**config.mk**
```make
export PLATFORM = sky130hd
export DESIGN_NAME = seven_seg_scanner
export DESIGN_NICKNAME = d
export VERILOG_FILES = /design/src/rtl/seg7_pkg.sv /design/src/rtl/bcd_to_seg7.sv /design/src/rtl/seven_seg_scanner.sv
export SDC_FILE = /design/constraint.sdc
export NUM_CORES = 1
export LEC_CHECK = 0
export CAP_MARGIN = 20
export CORE_MARGIN = 2
export CORE_UTILIZATION = 50
export CTS_CLUSTER_DIAMETER = 150
export DETAILED_ROUTE_END_ITERATION = 10
export PLACE_DENSITY = 0.75
export SLEW_MARGIN = 25
export SYNTH_ARGS = -nofsm -noshare
export SYNTH_HDL_FRONTEND = slang
export SYNTH_SLANG_ARGS = --single-unit
```
**constraint.sdc**
```tcl
create_clock -name clk -period 2.3 [get_ports clk]
set_clock_uncertainty 0.1 [all_clocks]
set_input_delay 0.23 -clock clk [delete_from_list [all_inputs] [get_ports clk]]
set_output_delay 0.23 -clock clk [all_outputs]
set_load 0.05 [all_outputs]
```
**src/rtl/seg7_pkg.sv**
```systemverilog
// Shared seven-segment constants and digit-slot encoding.
package seg7_pkg;

    // Segment patterns, bit order {g,f,e,d,c,b,a}, active high
    localparam logic [6:0] SEG_0     = 7'h3F;
    localparam logic [6:0] SEG_1     = 7'h06;
    localparam logic [6:0] SEG_2     = 7'h5B;
    localparam logic [6:0] SEG_3     = 7'h4F;
    localparam logic [6:0] SEG_4     = 7'h66;
    localparam logic [6:0] SEG_5     = 7'h6D;
    localparam logic [6:0] SEG_6     = 7'h7D;
    localparam logic [6:0] SEG_7     = 7'h07;
    localparam logic [6:0] SEG_8     = 7'h7F;
    localparam logic [6:0] SEG_9     = 7'h6F;
    localparam logic [6:0] SEG_DASH  = 7'h40;
    localparam logic [6:0] SEG_BLANK = 7'h00;

    // Slot index; the value doubles as the digit position in the frame
    typedef enum logic [1:0] {
        SLOT_UNITS     = 2'd0,
        SLOT_TENS      = 2'd1,
        SLOT_HUNDREDS  = 2'd2,
        SLOT_THOUSANDS = 2'd3
    } slot_t;

endpackage

```
**src/rtl/bcd_to_seg7.sv**
```systemverilog
// Combinational BCD nibble to seven-segment decoder; non-decimal nibbles show a dash.
module bcd_to_seg7
    import seg7_pkg::*;
(
    input  logic [3:0] digit,
    output logic [6:0] seg
);

    // Digit lookup
    always_comb begin
        seg = SEG_DASH;
        case (digit)
            4'd0: seg = SEG_0;
            4'd1: seg = SEG_1;
            4'd2: seg = SEG_2;
            4'd3: seg = SEG_3;
            4'd4: seg = SEG_4;
            4'd5: seg = SEG_5;
            4'd6: seg = SEG_6;
            4'd7: seg = SEG_7;
            4'd8: seg = SEG_8;
            4'd9: seg = SEG_9;
            default: seg = SEG_DASH;
        endcase
    end

endmodule

```
**src/rtl/seven_seg_scanner.sv**
```systemverilog
// Four-digit multiplexed seven-segment scanner with per-frame snapshot,
// guard blanking at the start of each slot and leading-zero suppression.
module seven_seg_scanner
    import seg7_pkg::*;
#(
    parameter int unsigned DIV   = 1000,
    parameter int unsigned GUARD = 2
) (
`ifdef USE_POWER_PINS
    inout  wire         vccd1,
    inout  wire         vssd1,
`endif
    input  logic        clk,
    input  logic        reset,
    input  logic        enable,
    input  logic        blank_lz,
    input  logic [15:0] bcd_in,
    output logic [6:0]  seg,
    output logic [3:0]  an,
    output logic        frame_start
);

    localparam logic [15:0] PRESC_LAST = 16'(DIV - 1);
    localparam logic [15:0] GUARD_CNT  = 16'(GUARD);

    logic [15:0] presc;
    slot_t       slot;
    logic [15:0] frame;
    logic        wrap;
    logic [3:0]  digit;
    logic [3:0]  slot_an;
    logic        lz_blank;
    logic [6:0]  dec_seg;

    assign wrap = (presc == PRESC_LAST);

    // Prescaler, slot index, frame snapshot and frame_start pulse
    always_ff @(posedge clk) begin
        if (reset) begin
            presc       <= '0;
            slot        <= SLOT_UNITS;
            frame       <= '0;
            frame_start <= 1'b0;
        end else if (enable) begin
            frame_start <= wrap && (slot == SLOT_THOUSANDS);
            if (wrap) begin
                presc <= '0;
                slot  <= slot_t'(slot + 2'd1);
                if (slot == SLOT_THOUSANDS)
                    frame <= bcd_in;
            end else begin
                presc <= presc + 16'd1;
            end
        end else begin
            frame_start <= 1'b0;
        end
    end

    // Current digit, anode select and leading-zero suppression for the active slot
    always_comb begin
        digit    = frame[3:0];
        slot_an  = 4'b0001;
        lz_blank = 1'b0;
        case (slot)
            SLOT_UNITS: begin
                digit   = frame[3:0];
                slot_an = 4'b0001;
            end
            SLOT_TENS: begin
                digit    = frame[7:4];
                slot_an  = 4'b0010;
                lz_blank = blank_lz && (frame[15:4] == 12'h000);
            end
            SLOT_HUNDREDS: begin
                digit    = frame[11:8];
                slot_an  = 4'b0100;
                lz_blank = blank_lz && (frame[15:8] == 8'h00);
            end
            SLOT_THOUSANDS: begin
                digit    = frame[15:12];
                slot_an  = 4'b1000;
                lz_blank = blank_lz && (frame[15:12] == 4'h0);
            end
            default: begin
                digit    = frame[3:0];
                slot_an  = 4'b0001;
                lz_blank = 1'b0;
            end
        endcase
    end

    bcd_to_seg7 u_dec (
        .digit (digit),
        .seg   (dec_seg)
    );

    // Registered display outputs, dark during reset, disable and the guard window
    always_ff @(posedge clk) begin
        if (reset || !enable || (presc < GUARD_CNT)) begin
            seg <= SEG_BLANK;
            an  <= '0;
        end else begin
            an  <= slot_an;
            seg <= lz_blank ? SEG_BLANK : dec_seg;
        end
    end

endmodule

```
==> Word-level counts from Yosys, hierarchy flattened <==
Memory sizes are Yosys's and may differ from the RTL's. A register that Yosys moved wholly into a read port is not among the register bits.
Index checks and enable logic that the tools add are counted.
{ "word_totals": {"memories": 1, "out_inout_bits": 12, "register_bits": 39, "romBits": 112, "in_bits": 20} }
{ "memory_table": {"columns": ["memory", "words", "width", "read_ports", "rd_ports_with_merged_regs", "wr", "line", "text"], "rows": [
  ["(no name shown)", 16, 7, 1, 1, 0, "bcd_to_seg7.sv:12", "case (digit)"]
]} }
{ "classes": {"n_bitwise": 1, "n_lt_le_gt_ge": 1, "mux": 4, "add_sub_neg": 2, "eq_ne": 4, "n_reduce_logical": 15} }
{ "ops": {"columns": ["cell", "count"], "rows": [
  ["one-hot mux 4 bit (4 select lines)", 2],
  ["adder 16 x 1 -> 16 bit (second input constant)", 1],
  ["equality test 16 x 10 -> 1 bit (second input constant)", 1],
  ["less-than comparator 16 x 2 -> 1 bit (second input constant)", 1],
  ["2-to-1 mux 16 bit", 1],
  ["zero test 12 bit", 1],
  ["zero test 8 bit", 1],
  ["equality test 2 bit (second input constant)", 2],
  ["logical AND 1 bit", 4],
  ["zero test 4 bit", 1],
  ["OR reduction 2 bit", 2],
  ["one-hot mux 1 bit (3 select lines)", 1],
  ["AND reduction 3 bit", 1],
  ["adder 2 x 1 -> 2 bit (second input constant)", 1],
  ["equality test 2 x 1 -> 1 bit (second input constant)", 1],
  ["zero test 2 bit", 1],
  ["logical OR 1 bit", 2],
  ["AND reduction 2 bit", 1],
  ["zero test 1 bit", 1],
  ["inverter 1 bit", 1]
]} }

==> Logic depth before layout (Yosys ltp) <==
{ "depth": {"depth_word": 4, "depth_mapped": 9, "ltp_nobuf": 9} }

==> Hierarchy <==
From an unflattened synthesis, not the netlist that was laid out.
{ "hier_totals": {"hier_cells": 259, "hier_area_um2": 2272.2} }
{ "by_module_without_submodules": {"columns": ["mod", "cells_per_inst", "area_each_um2", "n_inst"], "rows": [
  ["seven_seg_scanner", 230, 2047.0, 1],
  ["bcd_to_seg7", 29, 225.2, 1]
]} }

==> Worst setup path after synthesis <==
No wires, ideal clock.
{ "synth_timing": {"path_kind": "register -> register", "startpoint": "reg slot[0]", "endpoint": "reg seg[3]", "required_ns": 2.085, "arrival_time_ns": 1.914, "slack_ns": 0.171, "path_stages_with_launch": 8, "setup_ns": 0.115, "path_cell_list": "dfxtp_1 > inv_1 > ha_1 > clkbuf_1 > mux2i_1 > or2_2 > nor2_1 > a2111oi_0"} }
{ "synth_between": {"elab_chain_len": 3, "elab_cells_between_ends": 7} }
{ "synth_rtl": {"columns": ["element", "line", "text"], "rows": [
  ["start: declaration", "seven_seg_scanner.sv:27", "slot_t slot;"],
  ["start signal: assignment", "seven_seg_scanner.sv:48", "slot <= slot_t'(slot + 2'd1);"],
  ["equality test 2 bit or equality test 2 x 1 -> 1 bit (tied branches)", "seven_seg_scanner.sv:64", "case (slot)"],
  ["one-hot mux 1 bit (3 select lines)", "seven_seg_scanner.sv:64", null],
  ["OR reduction 2 bit (no line)", null, null],
  ["end: declaration", "seven_seg_scanner.sv:18", "output logic [6:0] seg,"]
]} }
Several ways; a longest one is shown, not always the timed one.
A chain may end at the register's enable or synchronous reset.

==> Final worst setup path <==
{ "layout_timing": {"startpoint": "reg slot[1]", "endpoint": "reg seg[5]"} }
The elaborated chain is that of the path after synthesis.

==> impl_metrics.csv <==
group,metric,value,unit
worst_setup_path,slowest_delay,0.44,ns
floorplanning,io_pins,32,
worst_setup_path,reg2reg_to,"seg[5]",
placement,port_buffers,31,
route,drt_iter0_markers,199,
route,drt_pre_antenna_iters,5,
finish,final_area,2680,µm²
floorplanning,dieArea,4820,µm²
global_route,grt_pass1_vias,1523,
synth,yosysUniqueCellTypes,41,
finish,multi_input_area,1120,µm²
hold_path,min_path_cells,2,
finish,area.sequential,928,µm²
route,drc,0,
clocking,ctsHoldBuffers,0,
hold_path,hold_class,"flop to flop",
worst_setup_path,arrival,2.36,ns
global_route,grt.total_usage,17.7,%
placement,hpwlAfterDp,3000,µm
clocking,cts_buffers,5,
finish,num_antenna_cells,0,
worst_setup_path,critPathSlowestCell,"a222oi_1",
global_route,grt_pass1_wl,7020,µm
synth,syn-cell-area,2140,µm²
power,internal_power,1.09,mW
route,vias,1678,
global_route,grt_max_degree,21,
power,power,1.39,mW
synth,ys_warn_count,0,
power,p_comb_share,6.1,%
synth,synth_flop_cell,"dfxtp_1",
timing,hold_viol_final,0,
power,power_per_cell_area,520,nW/µm²
flow_run,cap_viol_max_count,0,
worst_setup_path,critical_path_class,"flop to flop",
worst_setup_path,crit_path_end_kind,"flop",
power,power_frac_seq,57.8,%
synth,syn_inst,224,
route,wirelength,4170,µm
synth,synth_nets,257,
worst_setup_path,reg2reg_depth,9,
synth,synth-seq-area-share,43.1,%
route,via_per_inst,5.26,
worst_setup_path,required,2.43,ns
timing,min_period,2.23,ns
floorplanning,core,4060,µm²
outcome,outcome,"completed",
timing,drv_slew,0,
worst_setup_path,cp_cell_sequence,"inv_1 -> ha_2 -> a222oi_1 -> mux2i_2 -> inv_2 -> ha_2 -> nor2_1 -> o32a_1 -> nor2_1",
synth,synth_area_per_cell,9.55,µm²
clocking,clk_pin_slew_worst_paths,0.09,ns
route,wire_per_inst,13.1,µm
timing,max_slew_margin,64.1,%
finish,nNetsFinal,301,
power,switching_power,0.304,mW
synth,async_flop_share,0,%
global_route,grt.overflow.total,0,
placement,gpl.final_weighted_congestion,0.886,
floorplanning,start_util,52.7,%
finish,layout-drive-gt1-share,14.1,%
hold_path,min_to,"frame[1]",
worst_setup_path,crit_path_start_kind,"flop",
power,leakage,1.01,nW
timing,timing.final.crit_share,97.1,%
clocking,cts_tree,"built",
synth,ys_seq_elements,46,
power,swShare,21.8,%
floorplanning,row_count,23,
clocking,clkSinkCount,46,
floorplanning,dieWidth,69.4,µm
clocking,clk_latency,0.29,ns
placement,place_area,2520,µm²
worst_setup_path,r2r_slack,0.07,ns
route,drtAntennaViolNets,0,
timing,fmax,448,MHz
timing,setup_viol,0,
power,clock_power_share,36.1,%
floorplanning,die_height,69.4,µm
worst_setup_path,regToRegStartpoint,"slot[1]",
clocking,ctsLongestPathBuffers,2,
hold_path,hold_path_startpoint,"frame[1]",
timing,worstMarginPinSlew,0.535,ns
clocking,clock-root-buffer,"clkbuf_8",
worst_setup_path,crit_fanout,5,
global_route,antenna_found_initial,0,
finish,final_util,66.0,%
power,ir_worst_vdd,458,µV
synth,synth_edf_count,0,
finish,num-fill-cells,330,
finish,syn2layout_area_growth,25.3,%
clocking,htree_levels,2,
-- Yosys cell counts, types with 3 or more instances --
cell type  count  area [µm²]
a21oi_1        4        20.0
a222oi_1       3        30.0
and2_1         5        31.3
and3_1         3        18.8
clkbuf_1       3        11.3
dfxtp_1       46         921
ha_1          13         163
inv_1         12        45.0
mux2i_1       21         210
nand2_1        9        33.8
nand3_1        6        30.0
nor2_1        45         169
nor3_1         3        15.0
nor4_1         3        18.8
or2_2          3        18.8
xnor2_1        8        70.1
xor2_1         8        70.1
-- logic make-up (layout without fill, tap and decap cells) --
family          Yosys count  count (layout)  synth area share (%)
xor+xnor                 16              16                  6.55
fa+ha+maj                13              13                  7.61
simple gates             89              89                  20.9
flops                    46              46                  43.1
buf+inv                  20              65                  5.21
mux                      21              21                  9.83
compound gates           19              19                  6.79
-- worst max-delay path, delay by kind of cell, from the launching register on --
kind,cells,cell delay (ns)
AOI/OAI and AO/OA,2,0.78
DFF,1,0.38
adders and majority gates,2,0.38
muxes,1,0.21
buffers and inverters,2,0.18
and+or+nand+nor,2,0.14
-- sequential cells by signal, summed over array words and instances (netlist names) --
name / flops
slot: 2
frame_start: 1
seg: 7
frame: 16
presc: 16
an: 4
-- metal layers --
| layer | global-route usage [%] | vias up | part of all wire, % |
|---|---|---|---|
| met4 | 5.01 | 0 | 0.55 |
| met1 | 25.0 | 783 | 49 |
| met5 | 0 | - | 0 |
| met2 | 26.5 | 39 | 46 |
| li1 | - | 852 | - |
| met3 | 4.80 | 4 | 4.6 |
-- through the flow --
stage / TNS, ns / hold slack, ns / cells / setup WS, ns
finish: 0 / 0.402 / 319 / 0.0668
global route: -0.0131 / 0.430 / 319 / -0.0131
CTS: 0 / 0.404 / 315 / 0.00137
detailed placement: -0.167 / 0.384 / 306 / -0.0974
global placement: 0 / 0.376 / 306 / 0.0746
floorplan: 0 / 0.277 / 224 / 0.171
-- how the worst max path moves through the flow --
stage,from,to,slack (ns),cells past startpoint
floorplan,slot[0],seg[3],0.17,7
global placement,slot[1],seg[5],0.07,9
detailed placement,slot[1],seg[3],-0.1,7
CTS,slot[1],seg[3],0.001,7
global route,slot[1],seg[5],-0.01,9
finish,slot[1],seg[5],0.07,9
-- power groups by stage --
stage                     Sequential [mW]  Clock, mW  Combinational [mW]
after CTS                           0.808      0.522              0.0855
after global routing                0.807      0.557              0.0918
after global placement              0.827          0              0.0840
after floorplan                     0.840          0              0.0258
after detailed placement            0.827          0              0.0851
final                               0.806      0.503              0.0850
-- cell type report --
cell class | count | area share, %
multi-input cells | 158 | 41.9
flip-flops and latches | 46 | 34.7
inverters | 12 | 1.68
clock buffers | 7 | 3.22
well taps | 50 | 2.34
repair buffers | 45 | 16.0
clock inverters | 1 | 0.187
-- placed cells by master (no fill, tap or decap), types with 6 or more instances in the layout --
| master | Yosys | routed |
|---|---|---|
| mux2i_1 | 21 | 20 |
| nor2_1 | 45 | 45 |
| clkdlybuf4s50_1 | 0 | 31 |
| nand3_1 | 6 | 6 |
| inv_1 | 12 | 11 |
| buf_4 | 1 | 13 |
| nand2_1 | 9 | 9 |
| clkbuf_8 | 0 | 6 |
| xor2_1 | 8 | 8 |
| ha_1 | 13 | 10 |
| dfxtp_1 | 46 | 44 |
| xnor2_1 | 8 | 8 |
-- repair_timing --
| item | CTS | global route |
|---|---|---|
| setup buffers | 1 | 4 |
| setup endpoints to repair | 3 | 3 |
| pin swaps | 1 | 4 |
| resized for setup | 4 | 7 |
Note: power is estimated with default switching activity, not from simulation.
